$ cat config.mk
export PLATFORM = sky130hd
export DESIGN_NAME = alu_op_decoder
export DESIGN_NICKNAME = d
export VERILOG_FILES = /design/src/rtl/alu_op_decoder_pkg.sv /design/src/rtl/alu_op_decoder_core.sv /design/src/rtl/alu_op_decoder.sv
export SDC_FILE = /design/constraint.sdc
export NUM_CORES = 1
export LEC_CHECK = 0
export ABC_AREA = 1
export CORE_MARGIN = 2
export CORE_UTILIZATION = 40
export CTS_CLUSTER_DIAMETER = 120
export CTS_CLUSTER_SIZE = 30
export DETAILED_ROUTE_END_ITERATION = 8
export SLEW_MARGIN = 15
export SYNTH_ARGS = -nofsm -noshare
export SYNTH_HDL_FRONTEND = slang
export SYNTH_SLANG_ARGS = --single-unit
$ cat constraint.sdc
create_clock -name clk -period 0.85 [get_ports clk]
set_clock_uncertainty 0.05 [all_clocks]
set_input_delay 0.17 -clock clk [delete_from_list [all_inputs] [get_ports clk]]
set_output_delay 0.17 -clock clk [all_outputs]
set_load 0.005 [all_outputs]
$ cat src/rtl/alu_op_decoder_pkg.sv
// Shared definitions for the registered ALU stage: opcode encoding,
// function-word field positions, operand width and the result bundle
// produced by the combinational core.
package alu_op_decoder_pkg;

  // Function word layout: [31:28] opcode, [27] S, [26:24] reserved,
  // [23:12] operand A, [11:0] operand B.
  localparam int unsigned WORD_W   = 32;
  localparam int unsigned OPND_W   = 12;
  localparam int unsigned OP_MSB   = 31;
  localparam int unsigned OP_LSB   = 28;
  localparam int unsigned S_BIT    = 27;
  localparam int unsigned RSVD_MSB = 26;
  localparam int unsigned RSVD_LSB = 24;
  localparam int unsigned A_MSB    = 23;
  localparam int unsigned A_LSB    = 12;
  localparam int unsigned B_MSB    = 11;
  localparam int unsigned B_LSB    = 0;
  localparam int unsigned SHAMT_W  = 5;

  typedef enum logic [3:0] {
    OP_NOP = 4'h0,
    OP_ADD = 4'h1,
    OP_ADC = 4'h2,
    OP_SUB = 4'h3,
    OP_SBC = 4'h4,
    OP_AND = 4'h5,
    OP_ORR = 4'h6,
    OP_EOR = 4'h7,
    OP_NOT = 4'h8,
    OP_LSL = 4'h9,
    OP_LSR = 4'hA,
    OP_ASR = 4'hB,
    OP_ROR = 4'hC,
    OP_MOV = 4'hD,  // MUL when ALU_OP_DECODER_MUL_EN is defined
    OP_CMP = 4'hE,
    OP_TST = 4'hF
  } op_e;

  typedef struct packed {
    logic [WORD_W-1:0] result;
    logic              c;
    logic              v;
  } core_res_t;

  // Zero-extend a 12-bit operand field to the datapath width.
  function automatic logic [WORD_W-1:0] zext_opnd(input logic [OPND_W-1:0] f);
    return {{(WORD_W-OPND_W){1'b0}}, f};
  endfunction

endpackage

$ cat src/rtl/alu_op_decoder_core.sv
// Combinational ALU core: computes the 32-bit result plus the C and V
// flags for every opcode. N/Z and flag write policy live in the top.
// Optional feature: define ALU_OP_DECODER_MUL_EN to turn opcode D into MUL.
module alu_op_decoder_core
  import alu_op_decoder_pkg::*;
(
  input  op_e               op,
  input  logic [WORD_W-1:0] a,
  input  logic [WORD_W-1:0] b,
  input  logic              cf_in,
  input  logic              vf_in,
  output core_res_t         res
);

  logic [SHAMT_W-1:0] shamt;
  logic [WORD_W:0]    sum_add;
  logic [WORD_W:0]    sum_sub;
  logic               v_add;
  logic               v_sub;
  logic [SHAMT_W-1:0] lsl_idx;
  logic [SHAMT_W-1:0] rsh_idx;

  assign shamt = b[SHAMT_W-1:0];

  // Carry-in is cf for ADC; for SBC, A-B-!C equals A+~B+C, so the same
  // adder serves both subtract forms with C = NOT borrow.
  assign sum_add = {1'b0, a} + {1'b0, b}  + {{WORD_W{1'b0}}, (op == OP_ADC) & cf_in};
  assign sum_sub = {1'b0, a} + {1'b0, ~b} + {{WORD_W{1'b0}}, (op == OP_SBC) ? cf_in : 1'b1};

  assign v_add = (a[WORD_W-1] == b[WORD_W-1]) & (sum_add[WORD_W-1] != a[WORD_W-1]);
  assign v_sub = (a[WORD_W-1] != b[WORD_W-1]) & (sum_sub[WORD_W-1] != a[WORD_W-1]);

  // Bit index of the last bit shifted out (valid only for shamt != 0).
  assign lsl_idx = SHAMT_W'(6'd32 - {1'b0, shamt});
  assign rsh_idx = shamt - 5'd1;

  // Opcode-indexed result and C/V selection.
  always_comb begin
    // NOTE: every output of a combinational block gets a default first so no
    // path through the case leaves it unassigned, which would infer a latch.
    res.result = a;
    res.c      = cf_in;
    res.v      = vf_in;
    case (op)
      OP_ADD, OP_ADC: begin
        res.result = sum_add[WORD_W-1:0];
        res.c      = sum_add[WORD_W];
        res.v      = v_add;
      end
      OP_SUB, OP_SBC, OP_CMP: begin
        res.result = sum_sub[WORD_W-1:0];
        res.c      = sum_sub[WORD_W];
        res.v      = v_sub;
      end
      OP_AND, OP_TST: res.result = a & b;
      OP_ORR:         res.result = a | b;
      OP_EOR:         res.result = a ^ b;
      OP_NOT:         res.result = ~a;
      OP_LSL: begin
        res.result = a << shamt;
        if (shamt != '0) res.c = a[lsl_idx];
      end
      OP_LSR: begin
        res.result = a >> shamt;
        if (shamt != '0) res.c = a[rsh_idx];
      end
      OP_ASR: begin
        res.result = $unsigned($signed(a) >>> shamt);
        if (shamt != '0) res.c = a[rsh_idx];
      end
      OP_ROR: begin
        res.result = (a >> shamt) | (a << (6'd32 - {1'b0, shamt}));
        if (shamt != '0) res.c = res.result[WORD_W-1];
      end
`ifdef ALU_OP_DECODER_MUL_EN
      OP_MOV:         res.result = a * b;
`else
      OP_MOV:         res.result = b;
`endif
      default:        res.result = a;
    endcase
  end

endmodule

$ cat src/rtl/alu_op_decoder.sv
// Single-cycle registered ALU stage. Splits the packed function word,
// runs the combinational core, derives N/Z, applies the flag-write
// policy (S bit, CMP/TST always, NOP holds) and registers all outputs.
// Optional feature: define ALU_OP_DECODER_MUL_EN to turn opcode D into MUL.
module alu_op_decoder
  import alu_op_decoder_pkg::*;
(
  input  logic              clk,
  input  logic              rst_b,
  input  logic [WORD_W-1:0] fnct_out,
  input  logic              cf_curr,
  input  logic              nf_curr,
  input  logic              zf_curr,
  input  logic              vf_curr,
  output logic [WORD_W-1:0] alu_out,
  output logic              alu_ack,
  output logic              cf,
  output logic              nf,
  output logic              zf,
  output logic              vf
);

  op_e               op;
  logic              set_flags;
  logic [WORD_W-1:0] opnd_a;
  logic [WORD_W-1:0] opnd_b;
  logic              unused_rsvd;
  core_res_t         core_res;

  logic              out_we;
  logic              flag_we;
  logic              cf_nxt;
  logic              nf_nxt;
  logic              zf_nxt;
  logic              vf_nxt;

  assign op          = op_e'(fnct_out[OP_MSB:OP_LSB]);
  assign set_flags   = fnct_out[S_BIT];
  assign opnd_a      = zext_opnd(fnct_out[A_MSB:A_LSB]);
  assign opnd_b      = zext_opnd(fnct_out[B_MSB:B_LSB]);
  // Reserved bits are deliberately ignored.
  assign unused_rsvd = ^fnct_out[RSVD_MSB:RSVD_LSB];

  alu_op_decoder_core u_core (
    .op    (op),
    .a     (opnd_a),
    .b     (opnd_b),
    .cf_in (cf_curr),
    .vf_in (vf_curr),
    .res   (core_res)
  );

  // Result write enable and next-flag selection.
  always_comb begin
    out_we  = (op != OP_NOP) && (op != OP_CMP) && (op != OP_TST);
    flag_we = (op != OP_NOP);
    cf_nxt  = cf_curr;
    nf_nxt  = nf_curr;
    zf_nxt  = zf_curr;
    vf_nxt  = vf_curr;
    if (set_flags || (op == OP_CMP) || (op == OP_TST)) begin
      cf_nxt = core_res.c;
      nf_nxt = core_res.result[WORD_W-1];
      zf_nxt = (core_res.result == '0);
      vf_nxt = core_res.v;
    end
  end

  // Output registers; NOP holds result and flags and drops the ack.
  always_ff @(posedge clk or negedge rst_b) begin
    if (!rst_b) begin
      alu_out <= '0;
      alu_ack <= 1'b0;
      cf      <= 1'b0;
      nf      <= 1'b0;
      zf      <= 1'b0;
      vf      <= 1'b0;
    end else begin
      // NOTE: state updates use non-blocking assignment so every register
      // samples pre-edge values regardless of statement order.
      alu_ack <= (op != OP_NOP);
      if (out_we) alu_out <= core_res.result;
      if (flag_we) begin
        cf <= cf_nxt;
        nf <= nf_nxt;
        zf <= zf_nxt;
        vf <= vf_nxt;
      end
    end
  end

endmodule

==> qor.tcl <==
set qor(reg2reg_setup_slack_ps) -270
set qor(die_w_um) 136
set qor(regToRegEndpoint) {alu_out[26]}
set qor(cts-htree-levels) 2
set qor(internal_power_component_uw) 7610
set qor(antenna-diode-count) 0
set qor(p_leak_uw) 0.00639
set qor(syn_area_per_cell_um2) 5.57
set qor(drt.antenna.violating_nets) 0
set qor(first_global_vias) 9573
set qor(timing.critical_path.from) {fnct_out[28]}
set qor(tritoncts) {done}
set qor(grt_first_pass_wirelength_um) 52400
set qor(io_buffer_count) 71
set qor(synth.distinct_cells) 49
set qor(critPathMostFrequentCell) {nor2_1}
set qor(wl_cell_um) 18.9
set qor(status) {complete, but fails checks}
set qor(drtIter0Drc) 1302
set qor(detailedPlace.worstSlack_ps) -2650
set qor(stdcell_area_um2) 12600
set qor(grt_start_max_net_pins) 38
set qor(failed_checks) {setup timing}
set qor(clkTransAtPathRegs_ps) 60
set qor(grt_setup_unrepaired) {true}
set qor(die_area_um2) 18400
set qor(globalRouteOverflowTotal) 0
set qor(io_pins) 75
set qor(area_growth_pct) 82.4
set qor(cap_viol_max_count) 0
set qor(rr_startpoint) {alu_out[26]}
set qor(clk_path_buf_depth) 2
set qor(netlist_top_cells_count) {nand2_1, nand3_1, nor2_1}
set qor(cellPowerDensity_nw_per_um2) 1030
set qor(netlist.top_cell.by_area) {nand2_1}
set qor(post_synth_inst_count) 1243
set qor(post_syn_nets) 1325
set qor(cts_root_buffer) {clkbuf_16}
set qor(power_switching_uw) 5410
set qor(clock_latency_ps) 270
set qor(critical_path.n_buffers_inverters) 1
set qor(library_cell_contributing_the_largest_single_delay_on_the_critical_path) {fa_2}
set qor(post-route-util_pct) 73.8
set qor(synth_top_cell_area_share_pct) 20.8
set qor(final.setup.tns_ps) -52240
set qor(synth.most_common_cell) {nand2_1}
set qor(top_cell_family_by_delay_on_the_critical_path) {adder cells}
set qor(worst_slew_pin_slew_ps) 545
set qor(cts_made_buffers) 5
set qor(highest_clock_frequency_the_design_can_meet_mhz) 381
set qor(cell_count_after_placement) 1829
set qor(sequential_share_of_power_pct) 16.4
set qor(ys_seq_elements) 37
set qor(drive_above_1_share_pct) 48.8
set qor(holdCritPathClass) {input pin to asynchronous set/reset pin}
set qor(path_cells) {buf_8 -> nor2_4 -> nand3_2 -> fa_2 -> nand3_2 -> nand3_4 -> a21oi_4 -> nor4_4 -> a311oi_2 -> fa_2 -> o2111ai_2 -> a21oi_2 -> nand2_1 -> nor2_1 -> nand2_1 -> nor2_1 -> nor2_1 -> nor2_1}
set qor(synth_edf_count) 0
set qor(grt_antenna_before_repair) 0
set qor(clock-sinks) 37
set qor(top_ff_cell_synth) {dfrtp_1}
set qor(finalHoldViolCount) 0
set qor(worst-endpoint-arrival_ps) 2740
set qor(clock_power_share_pct) 18.5
set qor(layoutNonFillerInstCount) 1917
set qor(crit_type) {input pin to flop}
set qor(post-route-period-util_pct) 309
set qor(post-route-drc-count) 0
set qor(reg2regPathDepth) 4
set qor(floorplan.core_area_um2) 17100
set qor(synth.area.top_cells) {nand2_1, nand3_1, dfrtp_1}
set qor(switching_part_of_the_total_pct) 41.5
set qor(dp_hpwl_um) 27300
set qor(power.combinational.fraction_pct) 65.2
set qor(rows) 48
set qor(layout_min_cycle_time_ps) 2630
set qor(async_s_r_ff_share_synth_pct) 100
set qor(fillers) 1411
set qor(grt.total_usage_pct) 36.9
set qor(avg_vias_per_cell) 5.55
set qor(timing.slew.headroom_pct) 63.5
set qor(post_dp_cell_area_um2) 10400
set qor(wl_um) 36200
set qor(path_max_fanout) 2
set qor(timing.critical_path.required_ps) 970
set qor(die_height_um) 136
set qor(syn-cell-area_um2) 6920
set qor(via_count) 10600
set qor(fin_nets) 1773
set qor(setup_violations) 73
set qor(crit_path_end_kind) {flop}
set qor(detailedRoute.firstPassIterationCount) 6
set qor(vdd_drop_max_mv) 0.970
set qor(initial_core_util_pct) 40.4
set qor(gp_congestion) 1.00
set qor(yosysSeqAreaShare_pct) 13.4
set qor(crit_path_max_incr_delay_ps) 520
set qor(critPathLaunchType) {input pin}
set qor(fin_ws_ps) -1780
set qor(synth-warning-count) 0
set qor(slew_violations) 0
## placed cells by master (no fill, tap or decap), types with 5 or more instances in the layout
master	count
ha_1	17
ha_4	18
nand3_4	28
a31oi_1	6
dfrtp_1	37
a21oi_4	5
inv_2	34
nand3_1	186
nand2_2	65
buf_2	45
nand4_1	20
a21oi_2	10
nor2_4	33
buf_4	360
clkbuf_2	6
nand2_4	24
nand3_2	37
inv_4	10
nor2_2	19
inv_1	70
a21oi_1	23
o211ai_1	5
buf_8	10
nor3_1	6
o21ai_2	19
buf_6	46
o21ai_0	33
o21ai_1	22
buf_12	9
nor2_1	89
dlygate4sd2_1	5
ha_2	5
nand2_1	321
clkbuf_16	5
## flip-flops by register name (all words and copies together) (netlist names)
signal,cells
alu_out,32
alu_ack,1
cf,1
nf,1
vf,1
zf,1
## layer usage
| metal | routed length [um] | GRT usage, % | part of all wire (%) |
|---|---|---|---|
| met3 | 3450 | 5.80 | 9.5 |
| met1 | 14600 | 50.5 | 40 |
| met5 | 0 | 0 | 0 |
| met4 | 2040 | 14.3 | 5.6 |
| met2 | 16200 | 58.2 | 45 |
## final cells by class
| cell class | instances | area [um2] | area share [%] |
|---|---|---|---|
| Clock buffer | 5 | 125 | 0.991 |
| Clock inverter | 3 | 68.8 | 0.545 |
| Inverter | 122 | 531 | 4.20 |
| Multi-Input combinational cell | 1035 | 6750 | 53.5 |
| Sequential cell | 37 | 926 | 7.33 |
| Tap cell | 225 | 282 | 2.23 |
| Timing Repair Buffer | 489 | 3920 | 31.1 |
| Timing Repair inverter | 1 | 16.3 | 0.129 |
## worst max-delay path by stage
stage	slack, ps	cells past startpoint	to
after floorplan	-1980	27	zf
after global placement	-2530	19	zf
after detailed placement	-2650	19	zf
after CTS	-1770	19	zf
after global routing	-1900	18	zf
final	-1780	18	zf
## cells by family (layout without fill, tap and decap cells)
family,after synthesis,in the layout,synth area share [%]
adder cells (fa/ha/maj),44,44,8.39
XOR/XNOR,3,3,0.380
flip-flops,37,37,13.4
multiplexers,1,1,0.145
buffers and inverters,171,620,11.7
AND/OR/NAND/NOR,844,844,54.6
AO/OA/AOI/OAI,143,143,11.4
## power by group through the flow
| stage | logic, uW | registers [uW] | clock network, uW |
|---|---|---|---|
| 2_1_floorplan | 3120 | 2180 | 0 |
| 3_3_place_gp | 6510 | 2170 | 0 |
| 3_5_place_dp | 6550 | 2180 | 0 |
| 4_1_cts | 7310 | 2130 | 2410 |
| 5_1_grt | 9050 | 2160 | 2520 |
| 6_report | 8490 | 2130 | 2400 |
## per-stage QoR
step | total power (uW) | hold WS [ps]
floorplan | 5300 | -176
global placement | 8680 | 103
detailed placement | 8730 | 96.4
CTS | 11900 | 351
global route | 13700 | 361
finish | 13000 | 350
## what timing repair did
item                       in CTS  in global routing
setup endpoints to repair      74                 74
pin swaps                      97                 96
gates cloned                    0                  1
setup buffers                  55                 30
hold buffers                    1                  0
gates resized for setup       458                228
hold endpoints to repair       37                  0
## worst reg2reg max path, delay by kind of cell (launching register included)
kind,cells,cell delay [ps]
and+or+nand+nor,1,240
AOI/OAI and AO/OA,1,50
buffers and inverters,2,280
DFF,1,390
No activity file was read; power rests on OpenSTA's default activity.
